**config.mk**
```make
export PLATFORM = sky130hd
export DESIGN_NAME = brick_collision_scanner
export DESIGN_NICKNAME = d
export VERILOG_FILES = /design/src/rtl/brick_collision_scanner.sv
export SDC_FILE = /design/constraint.sdc
export NUM_CORES = 1
export LEC_CHECK = 0
export CAP_MARGIN = 20
export CORE_MARGIN = 5
export CORE_UTILIZATION = 60
export CTS_CLUSTER_DIAMETER = 100
export CTS_CLUSTER_SIZE = 20
export DETAILED_ROUTE_END_ITERATION = 10
export PLACE_DENSITY_LB_ADDON = 0.15
export RECOVER_POWER = 50
export SLEW_MARGIN = 20
export SYNTH_ARGS = -nofsm -noshare
export SYNTH_HDL_FRONTEND = slang
export SYNTH_SLANG_ARGS = --single-unit
export TNS_END_PERCENT = 20
```
**constraint.sdc**
```tcl
create_clock -name clk -period 9.1 [get_ports clk]
set_input_delay 1.365 -clock clk [delete_from_list [all_inputs] [get_ports clk]]
set_output_delay 1.365 -clock clk [all_outputs]
set_load 0.02 [all_outputs]
```
**src/rtl/brick_collision_scanner.sv**
```systemverilog
`default_nettype none
// ============================================================================
// Module   : brick_collision_scanner
// Brief    : Sweeps the brick memory once per start and reports the lowest-
//            index active brick overlapping the ball, plus the active count.
// Revision : 1.0 - initial release
// ============================================================================
module brick_collision_scanner #(
    parameter int NUM_BRICKS = 40,
    parameter int IDX_W      = 6
) (
    input  logic             clk,
    input  logic             reset,
    input  logic             start,
    input  logic [7:0]       ballX,
    input  logic [7:0]       ballY,
    input  logic [3:0]       ballW,
    input  logic [3:0]       ballH,
    output logic [IDX_W-1:0] brick_index,
    input  logic [7:0]       brickX,
    input  logic [7:0]       brickY,
    input  logic [3:0]       brickW,
    input  logic [3:0]       brickH,
    input  logic             brickActive,
    output logic             busy,
    output logic             done,
    output logic             hit,
    output logic [IDX_W-1:0] hit_index,
    output logic             hit_xside,
    output logic             clear_req,
    output logic [IDX_W-1:0] clear_index,
    output logic [IDX_W:0]   active_count,
    output logic             all_cleared
);

    typedef enum logic [1:0] {
        ST_IDLE   = 2'd0,
        ST_SCAN   = 2'd1,
        ST_DRAIN  = 2'd2,
        ST_REPORT = 2'd3
    } state_t;

    localparam logic [IDX_W-1:0] c_last_idx = IDX_W'(NUM_BRICKS - 1);
    localparam logic [IDX_W:0]   c_cnt_one  = {{IDX_W{1'b0}}, 1'b1};

    state_t           r_state;
    state_t           w_state_next;
    logic [IDX_W-1:0] r_idx;
    logic [7:0]       r_ball_x, r_ball_y;
    logic [3:0]       r_ball_w, r_ball_h;
    logic             r_cmp_valid;
    logic [IDX_W-1:0] r_cmp_idx;

    logic             r_acc_hit, w_acc_hit;
    logic [IDX_W-1:0] r_acc_idx, w_acc_idx;
    logic             r_acc_xside, w_acc_xside;
    logic [IDX_W:0]   r_acc_cnt, w_acc_cnt;

    logic             r_hit, r_hit_xside, r_all_cleared;
    logic [IDX_W-1:0] r_hit_index;
    logic [IDX_W:0]   r_active_count;

    // Overlap geometry is carried in 9 bits so right/bottom edges never wrap.
    logic [8:0] w_ball_l, w_ball_t, w_ball_r, w_ball_b;
    logic [8:0] w_brk_l, w_brk_t, w_brk_r, w_brk_b;
    logic [8:0] w_ox, w_oy;
    logic       w_overlap;

    always_comb begin
        w_ball_l  = {1'b0, r_ball_x};
        w_ball_t  = {1'b0, r_ball_y};
        w_ball_r  = {1'b0, r_ball_x} + {5'd0, r_ball_w};
        w_ball_b  = {1'b0, r_ball_y} + {5'd0, r_ball_h};
        w_brk_l   = {1'b0, brickX};
        w_brk_t   = {1'b0, brickY};
        w_brk_r   = {1'b0, brickX} + {5'd0, brickW};
        w_brk_b   = {1'b0, brickY} + {5'd0, brickH};
        w_overlap = brickActive && (w_ball_l < w_brk_r) && (w_brk_l < w_ball_r)
                                && (w_ball_t < w_brk_b) && (w_brk_t < w_ball_b);
        w_ox = ((w_ball_r < w_brk_r) ? w_ball_r : w_brk_r)
             - ((w_ball_l > w_brk_l) ? w_ball_l : w_brk_l);
        w_oy = ((w_ball_b < w_brk_b) ? w_ball_b : w_brk_b)
             - ((w_ball_t > w_brk_t) ? w_ball_t : w_brk_t);
    end

    // Accumulator next-values; also feed the result registers directly so the
    // final compare (registered in DRAIN) lands in the same REPORT update.
    always_comb begin
        w_acc_hit   = r_acc_hit;
        w_acc_idx   = r_acc_idx;
        w_acc_xside = r_acc_xside;
        w_acc_cnt   = r_acc_cnt;
        if (r_cmp_valid) begin
            if (brickActive) begin
                w_acc_cnt = r_acc_cnt + c_cnt_one;
            end
            if (w_overlap && !r_acc_hit) begin
                w_acc_hit   = 1'b1;
                w_acc_idx   = r_cmp_idx;
                w_acc_xside = (w_ox < w_oy);
            end
        end
    end

    always_comb begin
        w_state_next = r_state;
        brick_index  = '0;
        busy         = (r_state != ST_IDLE);
        done         = (r_state == ST_REPORT);
        case (r_state)
            ST_IDLE:   if (start) w_state_next = ST_SCAN;
            ST_SCAN: begin
                brick_index = r_idx;
                if (r_idx == c_last_idx) w_state_next = ST_DRAIN;
            end
            ST_DRAIN:  w_state_next = ST_REPORT;
            ST_REPORT: w_state_next = ST_IDLE;
            default:   w_state_next = ST_IDLE;
        endcase
        clear_req   = done && r_hit;
        clear_index = clear_req ? r_hit_index : '0;
    end

    always_ff @(posedge clk) begin
        if (reset) begin
            r_state        <= ST_IDLE;
            r_idx          <= '0;
            r_ball_x       <= '0;
            r_ball_y       <= '0;
            r_ball_w       <= '0;
            r_ball_h       <= '0;
            r_cmp_valid    <= 1'b0;
            r_cmp_idx      <= '0;
            r_acc_hit      <= 1'b0;
            r_acc_idx      <= '0;
            r_acc_xside    <= 1'b0;
            r_acc_cnt      <= '0;
            r_hit          <= 1'b0;
            r_hit_index    <= '0;
            r_hit_xside    <= 1'b0;
            r_active_count <= '0;
            r_all_cleared  <= 1'b0;
        end else begin
            r_state     <= w_state_next;
            r_cmp_valid <= (r_state == ST_SCAN);
            r_cmp_idx   <= brick_index;
            if (r_state == ST_IDLE && start) begin
                r_ball_x    <= ballX;
                r_ball_y    <= ballY;
                r_ball_w    <= ballW;
                r_ball_h    <= ballH;
                r_idx       <= '0;
                r_acc_hit   <= 1'b0;
                r_acc_idx   <= '0;
                r_acc_xside <= 1'b0;
                r_acc_cnt   <= '0;
            end else begin
                if (r_state == ST_SCAN) r_idx <= r_idx + 1'b1;
                r_acc_hit   <= w_acc_hit;
                r_acc_idx   <= w_acc_idx;
                r_acc_xside <= w_acc_xside;
                r_acc_cnt   <= w_acc_cnt;
            end
            if (r_state == ST_DRAIN) begin
                r_hit          <= w_acc_hit;
                r_hit_index    <= w_acc_idx;
                r_hit_xside    <= w_acc_xside;
                r_active_count <= w_acc_cnt;
                r_all_cleared  <= (w_acc_cnt == '0);
            end
        end
    end

    assign hit          = r_hit;
    assign hit_index    = r_hit_index;
    assign hit_xside    = r_hit_xside;
    assign active_count = r_active_count;
    assign all_cleared  = r_all_cleared;

endmodule
`default_nettype wire

```
# ---- Yosys cells after proc, flatten, opt, wreduce, memory -nomap -nowiden
# Index checks and enable logic that the tools add are counted.
dict set report classes {
  add_sub_neg 8
  order_cmp 9
  eq_ne 6
  mux 17
  reduce_logical 13
}
# op count
set ops {}
lappend ops {{adder 8 x 4 -> 9 bit} 4}
lappend ops {{< comparator 8 x 9 -> 1 bit} 4}
lappend ops {{< comparator 9 bit} 3}
lappend ops {{2-to-1 mux 6 bit} 4}
lappend ops {{2-to-1 mux 9 bit} 2}
lappend ops {{subtractor 9 x 8 -> 9 bit} 2}
lappend ops {{> comparator 8 bit} 2}
lappend ops {{2-to-1 mux 8 bit} 2}
lappend ops {{2-to-1 mux 7 bit} 2}
lappend ops {{case mux 2 bit (4 select lines)} 1}
lappend ops {{adder 7 x 1 -> 7 bit (second input constant)} 1}
lappend ops {{logical AND 1 bit} 7}
lappend ops {{zero test 7 bit} 1}
lappend ops {{adder 6 x 1 -> 6 bit (second input constant)} 1}
lappend ops {{equality test 6 bit (second input constant)} 1}
lappend ops {{equality test 2 bit (second input constant)} 2}
lappend ops {{2-to-1 mux 1 bit} 4}
lappend ops {{2-to-1 mux 2 bit} 2}
lappend ops {{!= test 2 bit (second input constant)} 2}
lappend ops {{equality test 2 x 1 -> 1 bit (second input constant)} 1}
lappend ops {{zero test 2 bit} 1}
lappend ops {{AND reduction 2 bit} 1}
lappend ops {{nonzero test 2 bit} 1}
lappend ops {{OR reduction 2 bit} 1}
lappend ops {{zero test 1 bit} 1}
dict set report totals {
  register_bits 70
  output_inout_bits 31
  elab_cells 70
}

# ---- Longest topological paths before layout
dict set report logic_depth {
  depth_word 9
  mapped_depth 30
  mapped_depth_nobuf 30
}

# ---- Worst setup path after synthesis
# No wires, ideal clock.
dict set report synth_timing {
  kind {input to register}
  startpoint {in brickY[0]}
  endpoint {reg r_hit_xside (netlist: hit_xside)}
  t_arrival_ns 6.443
  required_ns 9.014
  setup_slack_ns 2.572
  cell_stages 30
  n_path_buf 1
  cell_sequence {ha_1 > inv_1 > fa_1 > nor2b_1 > o21a_1 > or2_2 > xnor2_1 > ha_1 > a21o_1 > a31oi_1 > o21ai_0 > maj3_1 > a21oi_1 > buf_2 > mux2i_1 > ha_1 > nor2b_1 > o21ai_0 > a21oi_1 > o21ai_0 > nand2b_1 > a21o_1 > a21oi_1 > xor2_1 > ha_1 > nor3_1 > o31ai_1 > a31oi_2 > mux2i_1 > a211oi_1}
}
dict set report synth_via {
  elab_chain_len 7
}
# item line_no
set synth_rtl {}
lappend synth_rtl {{from (decl)} 21} ;# input logic [7:0] brickY,
lappend synth_rtl {{adder 8 x 4 -> 9 bit} 77} ;# w_brk_b = {1'b0, brickY} + {5'd0, brickH};
lappend synth_rtl {{< comparator 9 bit / < comparator 8 x 9 -> 1 bit (equally long branches)} {82, 79}}
lappend synth_rtl {{2-to-1 mux 9 bit / logical AND 1 bit (equally long branches)} {82, 79}}
lappend synth_rtl {{subtractor 9 x 8 -> 9 bit / logical AND 1 bit (equally long branches)} {83, 79}}
lappend synth_rtl {{< comparator 9 bit / logical AND 1 bit (equally long branches)} {100, 97}}
lappend synth_rtl {{2-to-1 mux 1 bit (*)} 97} ;# if (w_overlap && !r_acc_hit) begin
lappend synth_rtl {{2-to-1 mux 1 bit (*)} 93} ;# if (r_cmp_valid) begin
lappend synth_rtl {{to (signal assigned)} 167} ;# r_hit_xside <= w_acc_xside;
lappend synth_rtl {{to (decl)} 59} ;# logic r_hit, r_hit_xside, r_all_cleared;
# Mark *: on every way between the ends. The rest lies on a longest branch, timed or not.
# A chain may end at the register's enable or synchronous reset.

# ---- Worst setup path in the final report
dict set report layout_timing {
  startpoint {in brickX[0]}
  endpoint {reg r_hit_xside (netlist: hit_xside)}
}
dict set report layout_via {
  elab_chain_len 9
}
# item line_no
set layout_rtl {}
lappend layout_rtl {{from (decl)} 20} ;# input logic [7:0] brickX,
lappend layout_rtl {{branches (longest 7 deep; another with adder 8 x 4 -> 9 bit)} -}
lappend layout_rtl {{2-to-1 mux 1 bit (*)} 97}
lappend layout_rtl {{2-to-1 mux 1 bit (*)} 93}
# Every way passes the cells marked *.

==> reports/metrics.yaml <==
outcome:
  status: "finished, violations left"
  failed_checks: "max-capacitance violations, max-slew violations"
global_routing:
  track_usage_pct: 25.0
  overflow: 0
  antenna_found_initial: 0
  grt_pass1_wl_um: 24200
  grt_pass1_vias: 5259
  grt_max_degree: 45
place:
  portBuffers: 82
  hpwl_um: 11500
  gp_congestion: 0.929
  place_area_sq_mm: 0.00691
logic_synthesis:
  yosysMostFrequentCell: "ha_1"
  netlist_area_sq_mm: 0.00597
  syn-num-nets: 874
  synth_warnings: 0
  synth_top_area_cell: "dfxtp_1"
  synth_cell_types: 53
  yosys_register_bits: 70
  async_flop_share_pct: 0
  yosysSeqAreaShare_pct: 23.5
  synth-edff-count: 0
  yosysTopAreaCellShare_pct: 23.5
  synth-main-ff-cell: "dfxtp_1"
  ys_top_cells_by_count: "103 x ha_1, 70 x dfxtp_1, 69 x nand2_1"
  syn_inst: 713
  syn_area_per_cell_sq_um: 8.37
  yosys-top-cells-area: "dfxtp_1 23%, ha_1 22%, mux2i_1 6.7%"
cts:
  cts.clk_slew.worst_paths_ns: 0.07
  numCtsBuffers: 9
  cts_sinks: 70
  postCtsSetupRepairBufs: 0
  root_buffer: "clkbuf_8"
  cts.repair.resized: 0
  clock_latency_ns: 0.35
  ctsLongestPathBuffers: 2
  cts_tree: "built"
  holdBufCountCts: 0
  htree_levels: 3
cells_and_area:
  finalNetCount: 952
  multi_input_area_sq_mm: 0.00429
  fin_area_sq_mm: 0.00714
  diodes: 0
  drive_above_1_share_pct: 4.02
  areaGrowthSynthToFinish_pct: 19.6
  fillers: 768
  seq_area_sq_mm: 0.00140
power:
  leakagePower_nw: 3.39
  power.density_mw_per_mm2: 244
  max-vdd-ir-drop_mv: 0.191
sta:
  worst_pin_slew_ns: 1.94
  setup_violations: 0
  max_freq_mhz: 132
  rsz0062_at_grt: "no"
  final.min_clock_period_ns: 7.56
  slew_viol_final: 45
  relSlewSlack_pct: -29.1
  finalHoldViolCount: 0
  skew_ns: 0.00575
  timing.final.crit_share_pct: 83.0
  fin_tns_setup_ns: 0
routing:
  drt-pass1-iter-count: 4
  drt_iter0_drc: 264
  drc: 0
  drt-wirelength-per-cell_um: 15.6
  ant_nets: 0
  wirelength_um: 14500
  dr_total_vias: 5255
  routed_via_density: 5.66
die:
  die_h_um: 110
  ios: 83
  die_w_um: 110
  dieArea_sq_mm: 0.0120
  start_util_pct: 61.3
  core.rowCount: 36
  coreArea_sq_mm: 0.00973
worst_setup_path:
  cpMaxStageDelayCell: "a21oi_2"
  r2r_slack_ns: 2.51
  crit_path_frequent_cell: "ha_1"
  slowest_delay_ns: 0.57
  cp-end-kind: "flip-flop"
  cp_max_fo: 13
  crit_arrival_ns: 7.80
  start_kind: "input pin"
  crit_type: "input pin to flip-flop"
  required_ns: 9.35
run:
  maxCapViolCount: 1
min_path:
  hold_path.class: "flip-flop to flip-flop"
==> cell type report <==
type	count	share of cell area, %
multi-input combinational	572	60.1
sequential	70	19.6
timing repair buffer	87	12.0
inverter	51	2.68
tap	133	2.33
clock buffer	9	1.74
clock inverter	7	1.58
==> per-layer routing <==
layer	up-vias	global-route usage, %	wire length, um
met5	-	0	0
met4	0	5.61	153
met3	12	6.05	866
met2	120	41.4	6700
met1	2458	33.1	6770
li1	2665	-	-
==> metrics by stage <==
stage / cells / total power, mW / worst slack [ns] / hold slack, ns / util (%)
2_1_floorplan: 713 / 1.17 / 2.57 / 0.440 / -
3_3_place_gp: 913 / 1.41 / 1.57 / 0.449 / 71.0
3_5_place_dp: 913 / 1.45 / 1.36 / 0.460 / 71.0
4_1_cts: 929 / 1.76 / 1.65 / 0.470 / 73.4
5_1_grt: 929 / 1.91 / 1.14 / 0.488 / 73.4
6_report: 929 / 1.74 / 1.54 / 0.465 / 73.4
==> cells by family after synthesis <==
kind of cell             share of synthesized area, %
AND/OR/NAND/NOR                                  17.8
adder cells (fa/ha/maj)                          24.1
AO/OA/AOI/OAI                                    16.7
flip-flops                                       23.5
multiplexers                                     7.09
buffers and inverters                            4.65
XOR/XNOR                                         6.16
==> worst max-delay path, delay by kind of cell <==
| kind | cells | cell delay [ns] |
|---|---|---|
| muxes | 1 | 0.12 |
| adders and majority gates | 6 | 1.74 |
| AOI/OAI and AO/OA | 14 | 2.94 |
| and+or+nand+nor | 5 | 0.72 |
| xor gates and xnor gates | 2 | 0.33 |
| buffers and inverters | 2 | 0.59 |
==> sequential cells by signal, indices dropped and copies added, names as in the netlist <==
name and flops:
r_acc_xside 1, r_state 2, r_ball_h 4, r_acc_cnt 7
active_count 7, all_cleared 1, r_cmp_idx 6, r_ball_y 8
r_idx 6, r_ball_x 8, hit_xside 1, hit 1
r_cmp_valid 1, r_acc_idx 6, r_acc_hit 1, hit_index 6
r_ball_w 4
==> final timing paths <==
check,startpoint,endpoint,cells after the start
worst max-delay path,brickX[0],hit_xside,30
worst min-delay path,r_ball_w[2],r_ball_w[2],2
worst max register to register,r_ball_y[0],hit_xside,29
worst min register to register,r_ball_w[2],r_ball_w[2],2
==> power breakdown <==
group | switching [mW] | total, mW | internal [mW]
logic | 0.559 | 1.02 | 0.458
registers | 0.0669 | 0.431 | 0.364
clock network | 0.116 | 0.297 | 0.180
==> cell usage in the layout, fill, tap and decap left out, types with 5 or more instances in the layout <==
cell / count
o21ai_0: 28
inv_1: 51
xor2_1: 21
nor2_1: 53
and2_1: 10
fa_1: 6
dlygate4sd3_1: 14
nand4_1: 6
nand2b_1: 11
ha_1: 103
nand3_1: 12
xnor2_1: 21
and2_0: 5
dfxtp_1: 70
and3_1: 12
a21o_1: 19
nand2_1: 69
a211oi_1: 23
nor3_1: 7
mux2i_1: 40
clkbuf_8: 9
a21oi_1: 53
clkdlybuf4s50_1: 68
nor2b_1: 13
o21ai_1: 13
Power figures use the tool's default switching activity.
